[config.mk]
export PLATFORM = sky130hd
export DESIGN_NAME = buffered_data_splitter_flat
export DESIGN_NICKNAME = d
export VERILOG_FILES = /design/src/rtl/buffered_data_splitter_if.sv /design/src/rtl/buffered_data_splitter.sv /design/src/flat_wrapper.sv
export SDC_FILE = /design/constraint.sdc
export NUM_CORES = 1
export LEC_CHECK = 0
export ABC_AREA = 1
export CAP_MARGIN = 10
export CORE_MARGIN = 2
export CORE_UTILIZATION = 55
export DETAILED_ROUTE_END_ITERATION = 7
export PLACE_DENSITY_LB_ADDON = 0.2
export SLEW_MARGIN = 5
export SYNTH_ARGS = -nofsm -noshare
export SYNTH_HDL_FRONTEND = slang
export SYNTH_SLANG_ARGS = --single-unit
[constraint.sdc]
create_clock -name clk -period 2.91 [get_ports clk]
set_input_delay 0.4365 -clock clk [delete_from_list [all_inputs] [get_ports clk]]
set_output_delay 0.4365 -clock clk [all_outputs]
set_load 0.02 [all_outputs]
[src/rtl/buffered_data_splitter_if.sv]
// Ejection-side and consumer-side bundle for buffered_data_splitter.
// drop_cnt_o_NoC and CNT_W exist only when SPLITTER_DROP_CNT_EN is defined.
interface buffered_data_splitter_if #(
   parameter int unsigned DATA_W       = 8,
   parameter int unsigned NODE_PER_ROW = 4,
   parameter int unsigned NODE_PER_COL = 4
`ifdef SPLITTER_DROP_CNT_EN
   ,
   parameter int unsigned CNT_W        = 8
`endif
);
   localparam int unsigned N = NODE_PER_ROW * NODE_PER_COL;

   logic [0:N-1]        valid_i_NoC;
   logic [0:DATA_W*N-1] data_i_NoC;
   logic [0:N-1]        off_sigs_i_NoC;
   logic [0:N-1]        ready_i_NoC;
   logic [0:N-1]        valid_o_NoC;
   logic [0:DATA_W*N-1] data_o_NoC;
   logic [0:N-1]        off_sigs_o_NoC;
   logic [0:N-1]        afull_o_NoC;
   logic [0:N-1]        ovf_o_NoC;
`ifdef SPLITTER_DROP_CNT_EN
   logic [0:CNT_W*N-1]  drop_cnt_o_NoC;
`endif

   modport master (
      output valid_i_NoC, data_i_NoC, off_sigs_i_NoC, ready_i_NoC,
      input  valid_o_NoC, data_o_NoC, off_sigs_o_NoC, afull_o_NoC, ovf_o_NoC
`ifdef SPLITTER_DROP_CNT_EN
      , input drop_cnt_o_NoC
`endif
   );

   modport slave (
      input  valid_i_NoC, data_i_NoC, off_sigs_i_NoC, ready_i_NoC,
      output valid_o_NoC, data_o_NoC, off_sigs_o_NoC, afull_o_NoC, ovf_o_NoC
`ifdef SPLITTER_DROP_CNT_EN
      , output drop_cnt_o_NoC
`endif
   );
endinterface

[src/rtl/buffered_data_splitter.sv]
// Splits the flattened NoC ejection bus into independent per-node FIFO channels.
// Optional per-channel saturating drop counters under SPLITTER_DROP_CNT_EN.
module buffered_data_splitter #(
   parameter int unsigned DATA_W       = 8,
   parameter int unsigned NODE_PER_ROW = 4,
   parameter int unsigned NODE_PER_COL = 4,
   parameter int unsigned DEPTH        = 4,
   parameter int unsigned AF_MARGIN    = 1
`ifdef SPLITTER_DROP_CNT_EN
   ,
   parameter int unsigned CNT_W        = 8
`endif
) (
   input  logic                     clk,
   input  logic                     rst,
   buffered_data_splitter_if.slave  bus
);
   localparam int unsigned N     = NODE_PER_ROW * NODE_PER_COL;
   localparam int unsigned AW    = $clog2(DEPTH);
   localparam int unsigned CW    = AW + 1;
   localparam int unsigned AF_TH = DEPTH - AF_MARGIN;
   localparam logic [CW-1:0] FULL = CW'(DEPTH);
   localparam logic [CW-1:0] AF_LVL = CW'(AF_TH);
   localparam logic AF_RST = (AF_TH == 0);

   logic [0:N-1]        valid_vec;
   logic [0:N-1]        afull_vec;
   logic [0:N-1]        ovf_vec;
   logic [0:DATA_W*N-1] data_vec;
   logic [0:N-1]        off_q;
`ifdef SPLITTER_DROP_CNT_EN
   logic [0:CNT_W*N-1]  dcnt_vec;
`endif

   // Channel-disable pass-through, independent of FIFO state
   always_ff @(posedge clk) begin
      if (!rst) off_q <= '0;
      else      off_q <= bus.off_sigs_i_NoC;
   end

   for (genvar i = 0; i < int'(N); i++) begin : g_ch
      logic [DATA_W-1:0] mem_q [DEPTH];
      logic [AW-1:0]     rd_q, rd_d, wr_q, wr_d;
      logic [CW-1:0]     cnt_q, cnt_d;
      logic [DATA_W-1:0] head_q, head_d, din;
      logic              valid_q, afull_q, ovf_q;
      logic              pop, push_try, push_acc, drop;

      // Handshake decode and next-state occupancy/pointers
      always_comb begin
         din      = bus.data_i_NoC[i*DATA_W +: DATA_W];
         pop      = valid_q && bus.ready_i_NoC[i];
         push_try = bus.valid_i_NoC[i] && !bus.off_sigs_i_NoC[i];
         push_acc = push_try && ((cnt_q != FULL) || pop);
         drop     = push_try && !push_acc;
         rd_d     = pop      ? rd_q + AW'(1) : rd_q;
         wr_d     = push_acc ? wr_q + AW'(1) : wr_q;
         cnt_d    = cnt_q + CW'(push_acc) - CW'(pop);
      end

      // Next head: a beat written this edge may land directly at the new read slot
      always_comb begin
         head_d = head_q;
         if (cnt_d != '0) begin
            head_d = (push_acc && (wr_q == rd_d)) ? din : mem_q[rd_d];
         end
      end

      always_ff @(posedge clk) begin
         if (!rst) begin
            rd_q    <= '0;
            wr_q    <= '0;
            cnt_q   <= '0;
            head_q  <= '0;
            valid_q <= 1'b0;
            afull_q <= AF_RST;
            ovf_q   <= 1'b0;
         end else begin
            rd_q    <= rd_d;
            wr_q    <= wr_d;
            cnt_q   <= cnt_d;
            head_q  <= head_d;
            valid_q <= (cnt_d != '0);
            afull_q <= (cnt_d >= AF_LVL);
            ovf_q   <= ovf_q || drop;
         end
      end

      // Storage needs no reset; only slots below occupancy are ever shown
      always_ff @(posedge clk) begin
         if (rst && push_acc) mem_q[wr_q] <= din;
      end

      assign valid_vec[i]                    = valid_q;
      assign afull_vec[i]                    = afull_q;
      assign ovf_vec[i]                      = ovf_q;
      assign data_vec[i*DATA_W +: DATA_W]    = head_q;

`ifdef SPLITTER_DROP_CNT_EN
      logic [CNT_W-1:0] dcnt_q, dcnt_d;

      // Saturating drop counter
      always_comb begin
         dcnt_d = dcnt_q;
         if (drop && (dcnt_q != '1)) dcnt_d = dcnt_q + CNT_W'(1);
      end

      always_ff @(posedge clk) begin
         if (!rst) dcnt_q <= '0;
         else      dcnt_q <= dcnt_d;
      end

      assign dcnt_vec[i*CNT_W +: CNT_W] = dcnt_q;
`endif
   end

   assign bus.valid_o_NoC    = valid_vec;
   assign bus.data_o_NoC     = data_vec;
   assign bus.off_sigs_o_NoC = off_q;
   assign bus.afull_o_NoC    = afull_vec;
   assign bus.ovf_o_NoC      = ovf_vec;
`ifdef SPLITTER_DROP_CNT_EN
   assign bus.drop_cnt_o_NoC = dcnt_vec;
`endif

endmodule

[src/flat_wrapper.sv]
// flat-port wrapper written by rule: the top's interface ports become plain ports
module buffered_data_splitter_flat 
#(
   parameter int unsigned DATA_W       = 8,
   parameter int unsigned NODE_PER_ROW = 4,
   parameter int unsigned NODE_PER_COL = 4,
   parameter int unsigned DEPTH        = 4,
   parameter int unsigned AF_MARGIN    = 1

)
  (clk, rst, bus_valid_i_NoC, bus_data_i_NoC, bus_off_sigs_i_NoC, bus_ready_i_NoC, bus_valid_o_NoC, bus_data_o_NoC, bus_off_sigs_o_NoC, bus_afull_o_NoC, bus_ovf_o_NoC);
  buffered_data_splitter_if #(.DATA_W(DATA_W), .NODE_PER_ROW(NODE_PER_ROW), .NODE_PER_COL(NODE_PER_COL)) bus_i ();
  input  logic clk;
  input  logic rst;
  input wire logic [$bits(bus_i.valid_i_NoC)-1:0] bus_valid_i_NoC;
  input wire logic [$bits(bus_i.data_i_NoC)-1:0] bus_data_i_NoC;
  input wire logic [$bits(bus_i.off_sigs_i_NoC)-1:0] bus_off_sigs_i_NoC;
  input wire logic [$bits(bus_i.ready_i_NoC)-1:0] bus_ready_i_NoC;
  output wire logic [$bits(bus_i.valid_o_NoC)-1:0] bus_valid_o_NoC;
  output wire logic [$bits(bus_i.data_o_NoC)-1:0] bus_data_o_NoC;
  output wire logic [$bits(bus_i.off_sigs_o_NoC)-1:0] bus_off_sigs_o_NoC;
  output wire logic [$bits(bus_i.afull_o_NoC)-1:0] bus_afull_o_NoC;
  output wire logic [$bits(bus_i.ovf_o_NoC)-1:0] bus_ovf_o_NoC;
  assign bus_i.valid_i_NoC = bus_valid_i_NoC;
  assign bus_i.data_i_NoC = bus_data_i_NoC;
  assign bus_i.off_sigs_i_NoC = bus_off_sigs_i_NoC;
  assign bus_i.ready_i_NoC = bus_ready_i_NoC;
  assign bus_valid_o_NoC = bus_i.valid_o_NoC;
  assign bus_data_o_NoC = bus_i.data_o_NoC;
  assign bus_off_sigs_o_NoC = bus_i.off_sigs_o_NoC;
  assign bus_afull_o_NoC = bus_i.afull_o_NoC;
  assign bus_ovf_o_NoC = bus_i.ovf_o_NoC;
  buffered_data_splitter #(.DATA_W(DATA_W), .NODE_PER_ROW(NODE_PER_ROW), .NODE_PER_COL(NODE_PER_COL), .DEPTH(DEPTH), .AF_MARGIN(AF_MARGIN)) u_core (.clk(clk), .rst(rst), .bus(bus_i));
endmodule
==> results of run 1 <==
-- critical path: cells and delay by family, from the launching register on --
kind                     cells  cell delay (ns)
flip-flops                   1             0.49
adder cells (fa/ha/maj)      3             0.85
buffers and inverters        5             0.34
AND/OR/NAND/NOR              6             0.73
-- per-layer routing --
metal / up-vias / part of all wire
met5: - / 0.00083
met4: 12 / 0.025
met3: 155 / 0.067
met2: 771 / 0.49
met1: 13083 / 0.42
li1: 13785 / -
-- cell usage after synthesis --
cell type,count,area share
a21oi_1,32,0.0043
and2_1,16,0.0027
buf_12,1,0.00054
buf_2,66,0.0089
buf_4,52,0.011
buf_6,14,0.0042
clkbuf_1,1,0.00010
clkbuf_2,1,0.00013
clkinv_1,13,0.0013
dfxtp_1,304,0.16
edfxtp_1,512,0.41
fa_1,16,0.0086
ha_1,96,0.032
inv_1,418,0.042
inv_2,22,0.0022
inv_4,1,0.00017
nand2_1,977,0.099
nand2_2,46,0.0077
nand2_4,88,0.027
nand3_1,848,0.11
nand3_2,20,0.0054
nand3_4,11,0.0052
nand4_1,2,0.00034
nor2_1,218,0.022
nor2_2,19,0.0032
nor2_4,1,0.00030
nor2_8,16,0.0086
nor3_1,16,0.0022
o21ai_0,48,0.0065
or2_1,13,0.0022
xnor2_1,3,0.00071
-- final cells by class --
class	instances	area (um2)	share of cell area
clock buffers	131	2520	0.0557
diodes	7	17.5	0.000387
flip-flops and latches	816	21500	0.474
repair buffers	535	5000	0.111
well taps	873	1090	0.0241
clock inverters	30	363	0.00802
inverters	454	1710	0.0378
multi-input cells	2486	13100	0.289
-- power by group through the flow --
stage | clock network, uW | logic, uW | registers, uW
final | 11100 | 13400 | 14700
after global routing | 11700 | 15000 | 14900
after CTS | 11300 | 13400 | 14700
after detailed placement | 0 | 13300 | 14900
after global placement | 0 | 13000 | 14900
after floorplan | 0 | 8280 | 15400
-- flip-flops by register name (all words and copies together) (netlist names) --
register	flops
u_core.bus.off_sigs_o_NoC	16
u_core.g_ch.mem_q	512
u_core.g_ch.afull_q	16
u_core.g_ch.head_q	128
u_core.g_ch.wr_q	32
u_core.g_ch.valid_q	16
u_core.g_ch.cnt_q	48
u_core.g_ch.rd_q	32
u_core.g_ch.ovf_q	16
-- stage by stage --
stage | setup TNS, ns | utilization | hold slack [ns] | setup slack, ns | instance area [um2]
3_5_place_dp | -1.98 | 0.632 | 0.438 | -0.0585 | 42300
6_report | 0 | 0.675 | 0.239 | 0.417 | 45200
5_1_grt | 0 | 0.675 | 0.220 | 0.151 | 45200
4_1_cts | 0 | 0.674 | 0.208 | 0.421 | 45200
3_3_place_gp | 0 | 0.632 | 0.438 | 0.0140 | 42300
2_1_floorplan | 0 | - | 0.442 | 0.631 | 37100
-- worst max-delay path by stage --
| stage | startpoint | end | slack (ns) | depth (start not counted) |
|---|---|---|---|---|
| final | u_core.g_ch[6].valid_q$_SDFF_PN0_ | u_core.g_ch[6].head_q[7]$_SDFFE_PN0P_ | 0.42 | 14 |
| after global routing | u_core.g_ch[6].valid_q$_SDFF_PN0_ | u_core.g_ch[6].head_q[7]$_SDFFE_PN0P_ | 0.15 | 14 |
| after CTS | u_core.g_ch[6].valid_q$_SDFF_PN0_ | u_core.g_ch[6].head_q[7]$_SDFFE_PN0P_ | 0.42 | 14 |
| after detailed placement | bus_ready_i_NoC[1] | u_core.g_ch[14].head_q[6]$_SDFFE_PN0P_ | -0.06 | 15 |
| after global placement | bus_valid_i_NoC[3] | u_core.g_ch[12].head_q[1]$_SDFFE_PN0P_ | 0.01 | 15 |
| after floorplan | bus_ready_i_NoC[12] | u_core.g_ch[3].head_q[0]$_SDFFE_PN0P_ | 0.63 | 14 |
-- cell families (layout without fill, tap and decap cells) --
kind of cell | count (synthesis) | after routing | synth area share
compound gates | 80 | 80 | 0.0108
xor+xnor | 3 | 3 | 0.000707
fa+ha+maj | 112 | 112 | 0.0410
buf+inv | 589 | 1150 | 0.0704
flops | 816 | 816 | 0.578
other cells | 0 | 7 | 0
simple gates | 2291 | 2291 | 0.299
==> reports/qor.txt, run 1 <==
Outcome -> finished clean
Final Skew -> 0.0246 ns
Worst hold path startpoint -> rst
Grt met2 use -> 0.420
Peak VDD IR -> 0.000567 V
Sink Count -> 816
Vias -> 27806
Critical-path cell list -> nand2_2, inv_1, ha_1, inv_1, ha_1, inv_1, fa_1, inv_1, nor2_1, nand3_1, buf_4, nor2_2, nand2_1, nand2_1
CP Capture Type -> flop
Clock power share -> 0.283
Layout cell share with drive strength beyond 1 -> 0.116
Routed vias/inst -> 5.21
Avg Cell Area, Syn -> 9.55 um2
Filler-free cell count of the finished design -> 5332
Power density over the cells -> 866 mW/mm2
Area delta synth->final -> 21.8%
Most common cell on crit path -> inv_1
Worst skew pair latency -> 0.63 ns
IO Port Bufs -> 369
Post-DP HPWL -> 59500 um
Drt pass-1 iters -> 6
Initial DRC count -> 2036
Flop pwr share -> 0.376
WS Path Type -> reg -> reg
Reg-to-Reg Start -> u_core.g_ch[6].valid_q$_SDFF_PN0_
Met1 usage -> 0.318
Reg2Reg Depth -> 14
GR peak layer -> met2
Switching share of total power -> 0.350
Number of placed instances, taps included -> 5164
Critical path peak fanout -> 8
Post-Syn Area -> 0.0371 mm2
Total power draw -> 39200 uW
Combinational power share -> 0.341
Final min period -> 2.49 ns
DR WL/cell -> 16.2 um
Hold EP -> u_core.bus.off_sigs_o_NoC[6]$_SDFF_PN0_
Fmax -> 0.401 GHz
Tcrit/Tclk final -> 0.857
# IOs -> 370
Worst EP required -> 3.46 ns
Slowest stage delay, CP -> 0.50 ns
CTS H-Tree Depth -> 3
Area of the die -> 0.0696 mm2
Root buffer cell -> clkbuf_16
Routability cong. -> 0.840
Wirelength, routed -> 86600 um
Max-slew headroom -> 0.653
Synth Net Count -> 4181
Max clock buf depth -> 3
Resized Gates After CTS -> 0
Fillers -> 5217
Tot GR Track Use -> 0.247
Inserted Clock Buffers -> 86
Die X -> 264 um
Max_cap viols -> 0
P_sw -> 13700 uW
CTS tree -> built
DRC Markers -> 0
Slowest-stage cell, CP -> fa_1
Unrepaired setup endpoints after global routing -> false
Vias in the first global route -> 27167
LEAKAGE -> 0.0194 uW
Synth Warn # -> 0
Clk slew on worst S/H paths -> 0.06 ns
Setup Fix Bufs, Post-CTS -> 0
Cts hold-fix bufs -> 0
Most common cell after layout, fill and taps aside -> nand2_1
Fin. Hold Viols -> 0
Routed Antenna Nets -> 0
Met3 global-route usage -> 0.0523
First-pass GRT wire length -> 139000 um
Internal power -> 25500 uW
Sequential fraction of the synthesis area -> 0.578
Die height -> 264 um
Hold depth -> 3
Slew Viols, Final -> 0
GRT Residual Overflow -> 0
Cell Rows -> 95
Largest net degree at the start of global routing -> 33
Worst Hold Class -> in -> reg
Worst-Margin Slew -> 0.520 ns
Crit start category -> flop
Total Nets Final -> 4669
Core Area -> 0.0670 mm2
Yosys cell types -> 31
Initial Util -> 0.554
RR Endpoint -> u_core.g_ch[6].head_q[7]$_SDFFE_PN0P_
Critical Path AT -> 3.05 ns
Syn Inst Count -> 3891
Setup violations, final -> 0
Initial antenna violation count -> 13
Yosys reg bits -> 816
Worst R2R Setup Slack -> 0.42 ns
Leading cell types in the layout, fill and taps excluded -> 977 x nand2_1, 848 x nand3_1, 512 x edfxtp_1
(Power assumes the default switching activity.)
==> run 2: changes to the inputs <==
--- a/config.mk
+++ b/config.mk
@@ -11,7 +11,7 @@
 export CORE_UTILIZATION = 55
 export DETAILED_ROUTE_END_ITERATION = 7
 export PLACE_DENSITY_LB_ADDON = 0.2
-export SLEW_MARGIN = 5
+export SLEW_MARGIN = 20
 export SYNTH_ARGS = -nofsm -noshare
 export SYNTH_HDL_FRONTEND = slang
 export SYNTH_SLANG_ARGS = --single-unit
==> constraint.sdc (replaced) <==
create_clock -name clk -period 2.8 [get_ports clk]
set_input_delay 0.42 -clock clk [delete_from_list [all_inputs] [get_ports clk]]
set_output_delay 0.42 -clock clk [all_outputs]
set_load 0.02 [all_outputs]
==> run 2 against run 1 <==
  * Worst hold slack worse by 0.060 ns
  * Via count decreased by 0.63%
  * Clock power grew 4%
  * Critical path type unchanged
  * Largest cell class unchanged
  * Final cell count rose by 0.34%
  * Largest power group unchanged
==> reports/qor.txt, run 2 (synthesis gave the netlist of run 1 again) <==
Filler-free cell count of the finished design -> 5350
Total Nets Final -> 4693
Slowest-stage cell, CP -> fa_1
Cts hold-fix bufs -> 0
Setup violations, final -> 0
Top reg by flops -> u_core.g_ch.mem_q
Max clock buf depth -> 3
Final Skew -> 0.0242 ns
Worst Hold Class -> in -> reg
GRT Residual Overflow -> 0
Peak VDD IR -> 0.000680 V
Resized Gates After CTS -> 0
Core Area -> 0.0670 mm2
WS Path Type -> reg -> reg
Critical Path AT -> 2.99 ns
Initial DRC count -> 1970
Max_cap viols -> 0
Max FFs per register -> 512
Reg2Reg Depth -> 12
Tot GR Track Use -> 0.244
CP Capture Type -> flop
Sink Count -> 816
Most common cell after layout, fill and taps aside -> nand2_1
Hold EP -> u_core.bus.off_sigs_o_NoC[4]$_SDFF_PN0_
Post-DP HPWL -> 58700 um
CP Buf/Inv Count -> 3
Unrepaired setup endpoints after global routing -> false
Die height -> 264 um
Root buffer cell -> clkbuf_16
Vias -> 27631
Routed Antenna Nets -> 0
Inserted Clock Buffers -> 84
Clk slew on worst S/H paths -> 0.06 ns
Tcrit/Tclk final -> 0.880
Total power draw -> 40800 uW
Die X -> 264 um
Critical-path cell list -> nand2_2, inv_1, ha_1, inv_1, ha_1, fa_1, nor2_1, nand3_1, nand2_1, clkinv_1, nand3_1, nand2_1
Worst skew pair latency -> 0.64 ns
Final min period -> 2.46 ns
Routability cong. -> 0.816
Biggest regs -> u_core.g_ch.mem_q (512), u_core.g_ch.head_q (128), u_core.g_ch.cnt_q (48)
Layout cell share with drive strength beyond 1 -> 0.122
Hold depth -> 3
Outcome -> finished clean
Reg-to-Reg Start -> u_core.g_ch[0].valid_q$_SDFF_PN0_
Smallest hold slack -> 0.179 ns
Crit start category -> flop
IO Port Bufs -> 369
Setup ws final -> 0.337 ns
RR Endpoint -> u_core.g_ch[0].head_q[2]$_SDFFE_PN0P_
Fin. Hold Viols -> 0
CTS H-Tree Depth -> 3
Slowest stage delay, CP -> 0.50 ns
Fillers -> 5203
Largest net degree at the start of global routing -> 40
DRC Markers -> 0
Power density over the cells -> 898 mW/mm2
Slew Viols, Final -> 0
Cell Rows -> 95
Worst R2R Setup Slack -> 0.34 ns
Leading cell types in the layout, fill and taps excluded -> 977 x nand2_1, 848 x nand3_1, 512 x edfxtp_1
DR WL/cell -> 15.9 um
Initial antenna violation count -> 9
Fmax -> 0.406 GHz
CTS tree -> built
Wirelength, routed -> 85300 um
Worst EP required -> 3.33 ns
Setup Fix Bufs, Post-CTS -> 0
Pre-CTS setup slack -> -0.157 ns
Worst-Margin Slew -> 0.439 ns
Worst hold path startpoint -> rst
CP top delay family -> adder cells
Area delta synth->final -> 22.3%
Routed vias/inst -> 5.16
Number of placed instances, taps included -> 5190
Vias in the first global route -> 26500
Initial Util -> 0.554
Critical path peak fanout -> 9
LEAKAGE -> 0.0195 uW
First-pass GRT wire length -> 137000 um
Max-slew headroom -> 0.707
# IOs -> 370
Drt pass-1 iters -> 5
Area of the die -> 0.0696 mm2
[run 2: how the worst max path moves through the flow]
stage | cells past startpoint | to | from | slack (ns)
after floorplan | 14 | u_core.g_ch[3].head_q[0]$_SDFFE_PN0P_ | bus_ready_i_NoC[12] | 0.54
after global placement | 15 | u_core.g_ch[6].head_q[4]$_SDFFE_PN0P_ | bus_ready_i_NoC[9] | -0.08
after detailed placement | 15 | u_core.g_ch[6].head_q[4]$_SDFFE_PN0P_ | bus_ready_i_NoC[9] | -0.16
after CTS | 12 | u_core.g_ch[0].head_q[2]$_SDFFE_PN0P_ | u_core.g_ch[0].valid_q$_SDFF_PN0_ | 0.32
after global routing | 14 | u_core.g_ch[12].head_q[4]$_SDFFE_PN0P_ | u_core.g_ch[12].valid_q$_SDFF_PN0_ | 0.11
final | 12 | u_core.g_ch[0].head_q[2]$_SDFFE_PN0P_ | u_core.g_ch[0].valid_q$_SDFF_PN0_ | 0.34
[run 2: where the power goes]
part | internal (uW) | total, uW | switching (uW)
Sequential | 14300 | 15300 | 993
Combinational | 5440 | 14000 | 8600
Clock | 6740 | 11500 | 4730
[run 2: layout make-up]
| type | instances | area, um2 | share of cell area |
|---|---|---|---|
| clock buffers | 110 | 2320 | 0.0511 |
| diodes | 2 | 5.00 | 0.000110 |
| multi-input cells | 2486 | 13100 | 0.288 |
| clock inverters | 48 | 549 | 0.0121 |
| flip-flops and latches | 816 | 21500 | 0.472 |
| repair buffers | 561 | 5220 | 0.115 |
| inverters | 454 | 1710 | 0.0376 |
| well taps | 873 | 1090 | 0.0240 |
[run 2: per-stage QoR]
step	cell area [um2]	util	TNS (ns)
floorplan	37100	-	0
global route	45400	0.678	0
global placement	42600	0.635	-3.14
finish	45400	0.678	0
CTS	45400	0.678	0
detailed placement	42600	0.635	-8.88
[run 2: worst min-delay path, stage by stage]
cell and delay [ns]:
buf_4 0.22, nand2_1 0.09, inv_1 0.04
[run 2: layer usage]
layer / vias to the layer above / global-route usage / routed length, um
met4: 14 / 0.0700 / 1780
met5: - / 0 / 89
li1: 13831 / - / -
met3: 136 / 0.0431 / 5080
met2: 700 / 0.413 / 41400
met1: 12950 / 0.323 / 36900
